### config.mk
export PLATFORM = sky130hd
export DESIGN_NAME = pipelined_adder
export DESIGN_NICKNAME = d
export VERILOG_FILES = /design/src/rtl/adder_pkg.sv /design/src/rtl/adder_slice.sv /design/src/rtl/pipelined_adder.sv
export SDC_FILE = /design/constraint.sdc
export NUM_CORES = 1
export LEC_CHECK = 0
export ABC_CLOCK_PERIOD_IN_PS = 2800
export CORE_AREA = 2 2 134 136
export CTS_BUF_LIST = sky130_fd_sc_hd__clkbuf_16
export DETAILED_ROUTE_END_ITERATION = 8
export DIE_AREA = 0 0 136 138
export PLACE_DENSITY = 0.47
export SETUP_SLACK_MARGIN = 0.4
export SLEW_MARGIN = 40
export SYNTH_ARGS = -nofsm -noshare
export SYNTH_HDL_FRONTEND = slang
export SYNTH_SLANG_ARGS = --single-unit
export TNS_END_PERCENT = 20
### constraint.sdc
create_clock -name clk -period 2.8 [get_ports clk]
set_input_delay 0.42 -clock clk [delete_from_list [all_inputs] [get_ports clk]]
set_output_delay 0.42 -clock clk [all_outputs]
set_load 0.03 [all_outputs]
### src/rtl/adder_pkg.sv
// -----------------------------------------------------------------------------
// adder_pkg
//   Shared types and helpers for the pipelined add/subtract unit.
//   - op_e    : operation select (OP_ADD / OP_SUB)
//   - chunk_w : bits handled per pipeline stage
//   The per-beat struct depends on WIDTH, so it is declared inside
//   pipelined_adder, where WIDTH is known.
// -----------------------------------------------------------------------------
package adder_pkg;

    typedef enum logic {
        OP_ADD = 1'b0,
        OP_SUB = 1'b1
    } op_e;

    // WIDTH must be a multiple of STAGES; each stage ripples this many bits.
    function automatic int chunk_w(input int width, input int stages);
        return width / stages;
    endfunction

endpackage

### src/rtl/adder_slice.sv
// -----------------------------------------------------------------------------
// adder_slice
//   Combinational ripple-carry chain of CHUNK full-adder cells.
//   Ports:
//     a, b   in  CHUNK  operand bits of this chunk (b already inverted for SUB)
//     cin    in  1      carry into bit 0
//     sum    out CHUNK  chunk result
//     cout   out 1      carry out of the chunk MSB
//     c_msb  out 1      carry into the chunk MSB, used for signed overflow
// -----------------------------------------------------------------------------
module adder_slice #(
    parameter int CHUNK = 4
) (
    input  logic [CHUNK-1:0] a,
    input  logic [CHUNK-1:0] b,
    input  logic             cin,
    output logic [CHUNK-1:0] sum,
    output logic             cout,
    output logic             c_msb
);

    logic [CHUNK:0] carry;

    assign carry[0] = cin;

    for (genvar i = 0; i < CHUNK; i++) begin : g_fa
        assign sum[i]       = a[i] ^ b[i] ^ carry[i];
        assign carry[i + 1] = (a[i] & b[i]) | (carry[i] & (a[i] ^ b[i]));
    end

    assign cout  = carry[CHUNK];
    assign c_msb = carry[CHUNK-1];

endmodule

### src/rtl/pipelined_adder.sv
// -----------------------------------------------------------------------------
// pipelined_adder
//   WIDTH-bit add/subtract unit split into STAGES ripple-carry chunks with the
//   carry registered between chunks. One beat per cycle, latency STAGES.
//   Ports:
//     clk        in   1      rising-edge clock
//     reset_n    in   1      asynchronous active-low reset
//     in_valid   in   1      operand beat offered
//     in_ready   out  1      beat accepted this cycle (= pipeline advances)
//     a, b       in   WIDTH  operands
//     cin        in   1      carry-in (ADD) / borrow-in (SUB)
//     op         in   op_e   OP_ADD / OP_SUB
//     out_valid  out  1      result beat present
//     out_ready  in   1      downstream takes the result
//     sum        out  WIDTH  result
//     cout       out  1      carry out (ADD); SUB: 1 = no borrow
//     ovf        out  1      signed overflow of the WIDTH-bit result
// -----------------------------------------------------------------------------
module pipelined_adder
    import adder_pkg::*;
#(
    parameter int WIDTH  = 16,
    parameter int STAGES = 4
) (
    input  logic             clk,
    input  logic             reset_n,
    input  logic             in_valid,
    output logic             in_ready,
    input  logic [WIDTH-1:0] a,
    input  logic [WIDTH-1:0] b,
    input  logic             cin,
    input  op_e              op,
    output logic             out_valid,
    input  logic             out_ready,
    output logic [WIDTH-1:0] sum,
    output logic             cout,
    output logic             ovf
);

    localparam int CHUNK = chunk_w(WIDTH, STAGES);

    // One beat in flight. Operand chunks above the current stage are still
    // unconsumed; sum chunks at or below it are final. b and carry are stored
    // already inverted for SUB, so every stage is a plain adder.
    typedef struct packed {
        logic [WIDTH-1:0] a;
        logic [WIDTH-1:0] b;
        logic [WIDTH-1:0] sum;
        logic             carry;
        logic             ovf;
        logic             valid;
    } beat_t;

    beat_t entry;
    beat_t stage_in  [STAGES];
    beat_t stage_out [STAGES];
    beat_t pipe_q    [STAGES];
    logic  adv;

    // Global stall: the whole pipeline moves only when the output slot is
    // free or is being drained this cycle. Bubbles are kept, not collapsed.
    assign adv      = !pipe_q[STAGES-1].valid || out_ready;
    assign in_ready = adv;

    // SUB is a + ~b + ~cin; the inversion is done once, here at entry.
    // NOTE: every field gets a value on every pass of this always_comb, so
    // no latch can be inferred for any part of the struct.
    always_comb begin
        entry.a     = a;
        entry.b     = (op == OP_SUB) ? ~b : b;
        entry.sum   = '0;
        entry.carry = (op == OP_SUB) ? ~cin : cin;
        entry.ovf   = 1'b0;
        entry.valid = in_valid;
    end

    for (genvar k = 0; k < STAGES; k++) begin : g_stage
        logic [CHUNK-1:0] slice_sum;
        logic             slice_cout;
        logic             slice_c_msb;
        beat_t            nxt;

        if (k == 0) begin : g_first
            assign stage_in[k] = entry;
        end else begin : g_chain
            assign stage_in[k] = pipe_q[k-1];
        end

        adder_slice #(
            .CHUNK (CHUNK)
        ) u_slice (
            .a     (stage_in[k].a[k*CHUNK +: CHUNK]),
            .b     (stage_in[k].b[k*CHUNK +: CHUNK]),
            .cin   (stage_in[k].carry),
            .sum   (slice_sum),
            .cout  (slice_cout),
            .c_msb (slice_c_msb)
        );

        // Only the last stage's ovf is observed; there c_msb is the carry
        // into the word MSB and slice_cout the carry out of it.
        always_comb begin
            nxt                        = stage_in[k];
            nxt.sum[k*CHUNK +: CHUNK]  = slice_sum;
            nxt.carry                  = slice_cout;
            nxt.ovf                    = slice_c_msb ^ slice_cout;
        end

        assign stage_out[k] = nxt;
    end

    // Payload loads only alongside a valid beat, so after reset the output
    // fields stay at 0 until the first real result arrives, and bubbles
    // never disturb the previously emitted values.
    // NOTE: the stage registers are few and wide, not a memory array, so they
    // are all cleared by reset; that is what makes sum/cout/ovf read 0 before
    // the first result and discards any beat in flight.
    // NOTE: state updates use non-blocking assignments so every stage samples
    // the pre-edge value of its predecessor, independent of loop order.
    always_ff @(posedge clk or negedge reset_n) begin
        if (!reset_n) begin
            for (int k = 0; k < STAGES; k++) begin
                pipe_q[k] <= '0;
            end
        end else if (adv) begin
            for (int k = 0; k < STAGES; k++) begin
                if (stage_out[k].valid) begin
                    pipe_q[k] <= stage_out[k];
                end else begin
                    pipe_q[k].valid <= 1'b0;
                end
            end
        end
    end

    assign out_valid = pipe_q[STAGES-1].valid;
    assign sum       = pipe_q[STAGES-1].sum;
    assign cout      = pipe_q[STAGES-1].carry;
    assign ovf       = pipe_q[STAGES-1].ovf;

endmodule
Word level (Yosys, flattened, before mapping)
Index checks and enable logic that the tools add are counted.

storage, ports and cells
  bits of input ports = 38
  logic and storage cells = 114
  register bits after elaboration = 145
  output and inout port bits = 20

cells by class
  reduce and logical (&&, ||, !) cells = 6
  bitwise gates (word level) = 83
  multiplexer cells = 6

operators with widths
  cell                number
  $xor A1 B1 Y1       33
  $and A1 B1 Y1       32
  $mux W16            1
  $not A16 Y16        1
  $or A1 B1 Y1        16
  $reduce_and A2 Y1   4
  $mux W1             5
  $logic_not A1 Y1    1
  $logic_or A1 B1 Y1  1
  $not A1 Y1          1

Longest topological paths before layout
Gate-level depths: netlist of run 1.

  word-level depth = 11
  gate-level depth with buffers = 10
  gate-level depth less buffers = 9

By module
Synthesis of run 1 repeated with hierarchy kept, for this count alone.

unflattened totals
  cells, all modules = 308
  area total of the unflattened synthesis = 4,540.6 µm²

by module, submodules not included
  module           area an instance (µm²)  instances  cells an instance
  pipelined_adder  4,100.2                 1          260
  adder_slice      110.1                   4          12

Least setup slack after synthesis of run 1
No wires, ideal clock.

  path type = input port to flip-flop
  from = input port op
  to = register pipe_q (netlist bit g_stage[1].nxt[6])
  arrival = 2,695 ps
  library setup time = 125 ps
  stages = 10
  path slack = -21 ps
  cell sequence = buf_2 -> buf_2 -> xor2_1 -> fa_1 -> fa_1 -> inv_1 -> fa_1 -> inv_1 -> fa_1 -> mux2_4

RTL lines
  what                            line                    source
  start: declaration              pipelined_adder.sv:32   input op_e op,
  end signal: indexed assignment  pipelined_adder.sv:128  pipe_q[k] <= stage_out[k];
  end: declaration                pipelined_adder.sv:57   beat_t pipe_q [STAGES];

==> results of run 1 <==
[registers in the layout, indices dropped and copies added (netlist names)]
register and count:
g_stage.nxt 75, sum 16, pipe_q 3, cout 1, out_valid 1, ovf 1
[layout by cell type, fill, tap and decap left out]
cell / netlist / routed
fa_2: 0 / 5
nand3_1: 4 / 4
buf_6: 4 / 1
inv_2: 0 / 2
clkinv_2: 0 / 1
a21oi_1: 20 / 20
bufinv_16: 0 / 1
clkdlybuf4s50_1: 0 / 52
nand2b_4: 1 / 1
and2_4: 1 / 1
xor2_2: 0 / 1
inv_1: 37 / 37
buf_2: 5 / 1
xor2_1: 6 / 5
nand2_1: 3 / 3
dfrtp_1: 97 / 97
nand2_2: 2 / 2
fa_1: 16 / 11
mux2i_1: 10 / 10
dlygate4sd2_1: 0 / 2
clkbuf_16: 0 / 9
xnor2_1: 12 / 12
clkinv_1: 0 / 3
buf_4: 2 / 7
o21ai_0: 7 / 7
mux2_4: 5 / 5
mux2_2: 64 / 64
buf_12: 0 / 1
clkdlybuf4s15_1: 0 / 1
[how the worst max path moves through the flow]
stage                              to  slack [ps]  cells after the start
finish              g_stage[1].nxt[6]         440                     10
global route        g_stage[1].nxt[6]         400                     10
CTS                 g_stage[1].nxt[6]         400                     10
detailed placement  g_stage[1].nxt[6]        -200                     10
global placement    g_stage[1].nxt[6]        -160                     10
floorplan           g_stage[1].nxt[6]         180                     10
[logic make-up after synthesis]
group                      synth area share (%)
buffers and inverters                     5.550
xor gates and xnor gates                  3.720
and+or+nand+nor                           1.565
adders and majority gates                 7.558
AOI/OAI and AO/OA                         3.189
DFF                                       57.28
muxes                                     21.14
[what timing repair did]
item	CTS	global route
gates resized for setup	11	2
gates cloned	0	0
endpoints found under the setup margin	2	3
pin swaps	5	2
[power by group through the flow]
stage          Clock [mW]  Combinational, mW  Sequential (mW)
2_1_floorplan           0               1.42             2.62
4_1_cts              1.20               2.38             2.43
5_1_grt              1.27               2.63             2.51
6_report             1.17               2.32             2.41
3_3_place_gp            0               2.32             2.43
3_5_place_dp            0               2.37             2.46
[per-layer routing]
metal	vias to the layer above	wire (um)
li1	1100	-
met2	36	3801
met3	8	293
met5	-	0
met1	1174	3786
met4	0	126
[per-stage QoR]
step | power, mW | hold WS, ps
after global routing | 6.403 | 169.3
final | 5.904 | 113.9
after detailed placement | 4.824 | 488.7
after global placement | 4.759 | 478.9
after floorplan | 4.038 | 124.4
after CTS | 6.011 | 146.9
[synth_stat cells, types with 2 or more instances]
cell and number:
o21ai_0 7, xnor2_1 12, xor2_1 6, nand2_2 2, nand3_1 4, inv_1 37, buf_6 4, a21oi_1 20
mux2_4 5, buf_4 2, dfrtp_1 97, fa_1 16, nand2_1 3, clkbuf_1 3, mux2_2 64, mux2i_1 10
buf_2 5
[layout make-up]
class	instances	area (um2)
clock buffer	9	225.2
timing repair buffer	65	636.9
fill	1815	12170
tap	229	286.5
clock inverter	7	53.80
multi-input combinational	151	1595
inverter	37	138.9
sequential	97	2427
==> run summary, run 1 <==
worst slack at placement -> -195.3 ps
starting density of the core -> 24.17%
number of detailed-routing iterations run before antenna repair -> 4
largest voltage drop on the vdd net -> 0.3057 mV
synth-to-layout area growth -> 26.57%
worst-case clock buffer depth -> 2
max-slew headroom at the worst pin -> 55.78%
width of the chip -> 136 um
grt met3 use -> 2.347%
sequential element share of the synthesized area -> 57.28%
Avg Cell Area, Syn -> 14.17 um2
P_int -> 3.959 mW
CP max-delay cell -> fa_1
post-detailed-routing wire length -> 8008 um
Critical Path Start Type -> input port
GRT Util Overall -> 9.454%
proportion of netlist area held by the largest area contributor -> 57.28%
relative contribution of the clock network to total power -> 19.7%
Post-CTS Setup Inserts -> 0
Fin. Hold Viols -> 0
DR WL/cell -> 13.46 um
final slew viol count -> 0
class of the most critical hold timing path -> input port to async pin
total instance count after detailed placement -> 579
CTS Hold Bufs -> 0
post-route design area -> 5364 um2
switching share of power -> 32.94%
worst-path cell chain -> buf_2 -> buf_6 -> xor2_2 -> fa_2 -> fa_2 -> inv_2 -> fa_2 -> inv_2 -> fa_1 -> mux2_4
global-route wire length before repair -> 13930 um
pin count of the biggest net entering global routing -> 52
number of nets still failing antenna checks after routing -> 0
Max-cap violations -> 0
warning count from the yosys run -> 0
number of library cell types mapped by synthesis -> 19
skew final -> 6.488 ps
met1 layer usage reported by global route -> 12.64%
clock transition at the register clock pins on the worst setup and hold paths after CTS -> 60 ps
data arrival at the endpoint of the critical path -> 2580 ps
number of synthesized register bits -> 97
share of synthesized registers carrying an async set or reset -> 100.0%
Worst-Skew Late Latency -> 330 ps
RSZ-0062 raised after global routing -> yes
Power per Cell Area -> 1101 nW/um2
Placement Cell Area -> 5081 um2
Most common cell on crit path -> fa_2
Root Buffer Master -> clkbuf_16
most instantiated flip-flop cell in the synthesis netlist -> dfrtp_1
Top delay family on crit path -> adder cells
core region area -> 17530 um2
TritonCTS sink count -> 97
Worst Setup Slack, final -> 436.3 ps
number of standard cells in the layout, taps in and fillers out -> 595
Worst Path Buf+Inv -> 4
combinational share of power -> 39.4%
Synthesized Nets -> 353
gate count after technology mapping -> 299
share of layout cells above drive strength 1 -> 27.87%
minimum setup slack among reg-to-reg paths -> 600 ps
transition time at the pin with the least slew margin -> 663.3 ps
M2 GR Usage -> 14.92%
endpoint of the worst-slack reg-to-reg timing path -> ovf
Leak -> 2.340 nW
max frequency -> 423.1 MHz
total grt overflow -> 0
num ports -> 58
startpoint of the lowest-slack register-to-register path -> g_stage[3].nxt[31]
sequential fraction of design power -> 40.9%
number of vias per cell -> 3.896
die area -> 18770 um2
Post-Route Utilization -> 30.59%
final net count -> 415
biggest area consumer among synthesized cells -> dfrtp_1
Final setup viols -> 0
required time of the worst setup path -> 3020 ps
kind of capture point of the worst setup path -> register
result of the run -> finished clean
Syn Std Cell Area -> 4238 um2
category of the most critical setup path -> input port to register
number of antenna violations at the first check in global routing -> 0
HPWL after detailed placement -> 5684 um
Post-synth EDFFs -> 0
weighted congestion reported at the end of routability-driven placement -> 0.6891
vias post-DR -> 2318
Worst Setup SP -> op
Area contributors post-synth -> dfrtp_1, mux2_2, fa_1, inv_1, xnor2_1
number of global-route vias before repair -> 2644
aggregate negative setup slack -> 0 ps
maximum fanout along the worst path -> 3
number of DRC markers in iteration 0 -> 101
P_sw -> 1.945 mW
TritonCTS Buffers -> 9
DRC violation count after routing -> 0
CTS tree -> yes
depth of the CTS H-tree -> 3
Rows -> 49
count of buffers from port buffering -> 57
diode insertion count for antenna repair -> 0
gr busiest metal -> met2
R2R depth -> 9
final critical path time including I/O delays and setup -> 2364 ps
share of the clock period used by the worst path after layout -> 84.42%
die height -> 138 um
maximum cell stage delay along the critical path -> 460 ps
Note: power is estimated with default switching activity, not from simulation.
==> run 2, diff against run 1 <==
--- a/config.mk
+++ b/config.mk
@@ -5,12 +5,12 @@
 export SDC_FILE = /design/constraint.sdc
 export NUM_CORES = 1
 export LEC_CHECK = 0
-export ABC_CLOCK_PERIOD_IN_PS = 2800
+export ABC_CLOCK_PERIOD_IN_PS = 1900
 export CORE_AREA = 2 2 134 136
 export CTS_BUF_LIST = sky130_fd_sc_hd__clkbuf_16
 export DETAILED_ROUTE_END_ITERATION = 8
 export DIE_AREA = 0 0 136 138
-export PLACE_DENSITY = 0.47
+export PLACE_DENSITY = 0.48
 export SETUP_SLACK_MARGIN = 0.4
 export SLEW_MARGIN = 40
 export SYNTH_ARGS = -nofsm -noshare
==> constraint.sdc (replaced) <==
create_clock -name clk -period 1.9 [get_ports clk]
set_input_delay 0.285 -clock clk [delete_from_list [all_inputs] [get_ports clk]]
set_output_delay 0.285 -clock clk [all_outputs]
set_load 0.03 [all_outputs]
==> run 2 against run 1 <==
The flow now finishes with violations (hold timing, setup timing); sequential cell count unchanged; sequential share of layout area fell by 1.2 points; wire length grew 2.9%; clock power increased by 46%; via count up 1.6%; first-iteration DRC count rose by 50%; critical path depth fell by 1; worst setup slack got worse by 670 ps; die area unchanged; non-clock buffer count rose by 7; sequential power grew 47%; clock skew is 1.2 ps lower.
==> run summary, run 2 (synthesis results as in run 1) <==
Leak -> 2.423 nW (+3.6%)
diode insertion count for antenna repair -> 0 (unchanged)
final net count -> 422 (+1.7%)
final slew viol count -> 0 (unchanged)
Power per Cell Area -> 1616 nW/um2 (+47%)
Worst Path Buf+Inv -> 3 (-1)
relative contribution of the clock network to total power -> 19.2% (-0.5 points)
share of layout cells above drive strength 1 -> 35.48% (+7.6 points)
flip-flop count of the largest register after layout -> 75 (unchanged)
TritonCTS sink count -> 97 (unchanged)
most common library cell in the layout ignoring fill and taps -> dfrtp_1
Worst-Skew Late Latency -> 340 ps (about the same)
core region area -> 17530 um2 (unchanged)
width of the chip -> 136 um (unchanged)
RSZ-0062 raised after global routing -> yes
category of the most critical setup path -> register to register
transition time at the pin with the least slew margin -> 525.5 ps (-137.8 ps)
final critical path time including I/O delays and setup -> 2129 ps
vias post-DR -> 2355 (+1.6%)
CTS tree -> yes
tightest hold margin -> -18.44 ps (-132.4 ps)
die height -> 138 um (unchanged)
post-detailed-routing wire length -> 8244 um (+2.9%)
skew final -> 5.272 ps (-1.216 ps)
max-slew headroom at the worst pin -> 64.97% (+9.2 points)
Rows -> 49 (unchanged)
worst-case clock buffer depth -> 2 (unchanged)
DRC violation count after routing -> 0 (unchanged)
largest voltage drop on the vdd net -> 0.5990 mV (+96%)
number of vias per cell -> 3.918 (+0.58%)
Max-cap violations -> 0 (unchanged)
Root Buffer Master -> clkbuf_16
count of buffers from port buffering -> 57 (unchanged)
P_sw -> 2.955 mW (+52%)
kind of capture point of the worst setup path -> register
global-route wire length before repair -> 13860 um (-0.55%)
depth of the CTS H-tree -> 3 (unchanged)
TritonCTS Buffers -> 9 (unchanged)
maximum cell stage delay along the critical path -> 400 ps (-60 ps)
clock transition at the register clock pins on the worst setup and hold paths after CTS -> 60 ps (about the same)
DR WL/cell -> 13.72 um (+1.9%)
CP max-delay cell -> dfrtp_1
Critical Path Start Type -> register
num ports -> 58 (unchanged)
max frequency -> 469.6 MHz
required time of the worst setup path -> 2120 ps (-900 ps)
pin count of the biggest net entering global routing -> 98 (+88%)
number of DRC markers in iteration 0 -> 151 (+50%)
Post-Route Utilization -> 31.40% (+0.81 points)
Top delay family on crit path -> adder cells
Final setup viols -> 6 (+6)
number of global-route vias before repair -> 2608 (-1.4%)
maximum fanout along the worst path -> 2 (-1)
P_int -> 5.942 mW (+50%)
data arrival at the endpoint of the critical path -> 2350 ps (-230 ps)
die area -> 18770 um2 (unchanged)
worst slack at placement -> -1004 ps (-809.0 ps)
switching share of power -> 33.21% (+0.27 points)
starting density of the core -> 24.17% (unchanged)
class of the most critical hold timing path -> input port to async pin
combinational share of power -> 40.9% (+1.5 points)
violations in the final reports -> hold timing, setup timing
worst-path cell chain -> fa_2 -> inv_2 -> fa_2 -> inv_2 -> fa_2 -> inv_2 -> fa_2 -> xnor2_1 -> mux2_2
aggregate negative setup slack -> -1080 ps (-1080 ps)
total grt overflow -> 0 (unchanged)
result of the run -> complete, but fails checks
number of detailed-routing iterations run before antenna repair -> 4 (unchanged)
Fin. Hold Viols -> 7 (+7)
weighted congestion reported at the end of routability-driven placement -> 0.7124 (+3.4%)
HPWL after detailed placement -> 5747 um (+1.1%)
sequential fraction of design power -> 39.8% (-1.1 points)
Worst Setup Slack, final -> -229.4 ps (-665.7 ps)
GRT Util Overall -> 9.555% (+0.10 points)
synth-to-layout area growth -> 29.91%
commonest cells after routing, fill and taps aside -> dfrtp_1, mux2_2, clkdlybuf4s50_1
number of nets still failing antenna checks after routing -> 0 (unchanged)
Most common cell on crit path -> fa_2
share of the clock period used by the worst path after layout -> 112.1%
number of antenna violations at the first check in global routing -> 0 (unchanged)
-- run 2: cell count changes in the layout (fill, tap and decap cells not counted), moves of 3 or more --
| cell | delta |
|---|---|
| buf_12 | +5 |
| buf_6 | +3 |
| clkdlybuf4s50_1 | -22 |
| dlygate4sd2_1 | +18 |
| fa_1 | -10 |
| fa_2 | +10 |
| inv_1 | -9 |
| inv_2 | +9 |
-- run 2: cell type report --
type                            instances  area (um2)
Sequential cell                        97        2427
Multi-Input combinational cell        151        1632
Clock inverter                          6       52.55
Inverter                               37       138.9
Timing Repair Buffer                   72       743.2
Tap cell                              229       286.5
Clock buffer                            9       225.2
Fill cell                            1783       12030
-- run 2: metrics by stage --
stage                     total power, mW  instance area, um2  std cells
after global placement              7.295                5205        584
after floorplan                     6.008                4307        299
after CTS                           9.085                5497        601
final                               8.897                5505        601
after global routing                9.677                5505        601
after detailed placement            7.382                5205        584
-- run 2: repair_timing --
item / in CTS / in global routing
setup buffers: 2 / 0
pin swaps: 10 / 4
gates resized for setup: 49 / 3
endpoints found under the setup margin: 36 / 17
gates cloned: 0 / 0
hold buffers: 0 / 0
-- run 2: path summary, 6_finish.rpt --
check                                   start                  to  slack (ps)  cells after the start
max                        g_stage[3].nxt[31]                 ovf        -230                      9
min                                   reset_n             sum[14]         -20                      2
max reg2reg                g_stage[3].nxt[31]                 ovf        -230                      9
min reg2reg                 g_stage[3].nxt[0]           out_valid         490                      2
max in group asynchronous             reset_n  g_stage[1].nxt[24]        1500                      2
min in group clk                    out_ready           out_valid         420                      3
-- run 2: metal layers --
metal	wire (um)	share of wire (%)	up-vias	GRT usage (%)
met4	131	1.6	0	3.454
li1	-	-	1120	-
met2	3876	47	36	14.31
met1	3938	48	1191	12.90
met3	297	3.6	8	3.154
met5	0	0	-	0
-- run 2: power by group through the flow --
stage	Clock, mW	Combinational (mW)	Sequential [mW]
floorplan	0	2.14	3.87
global placement	0	3.71	3.59
detailed placement	0	3.77	3.61
CTS	1.79	3.74	3.56
global route	1.91	4.09	3.68
finish	1.71	3.64	3.54
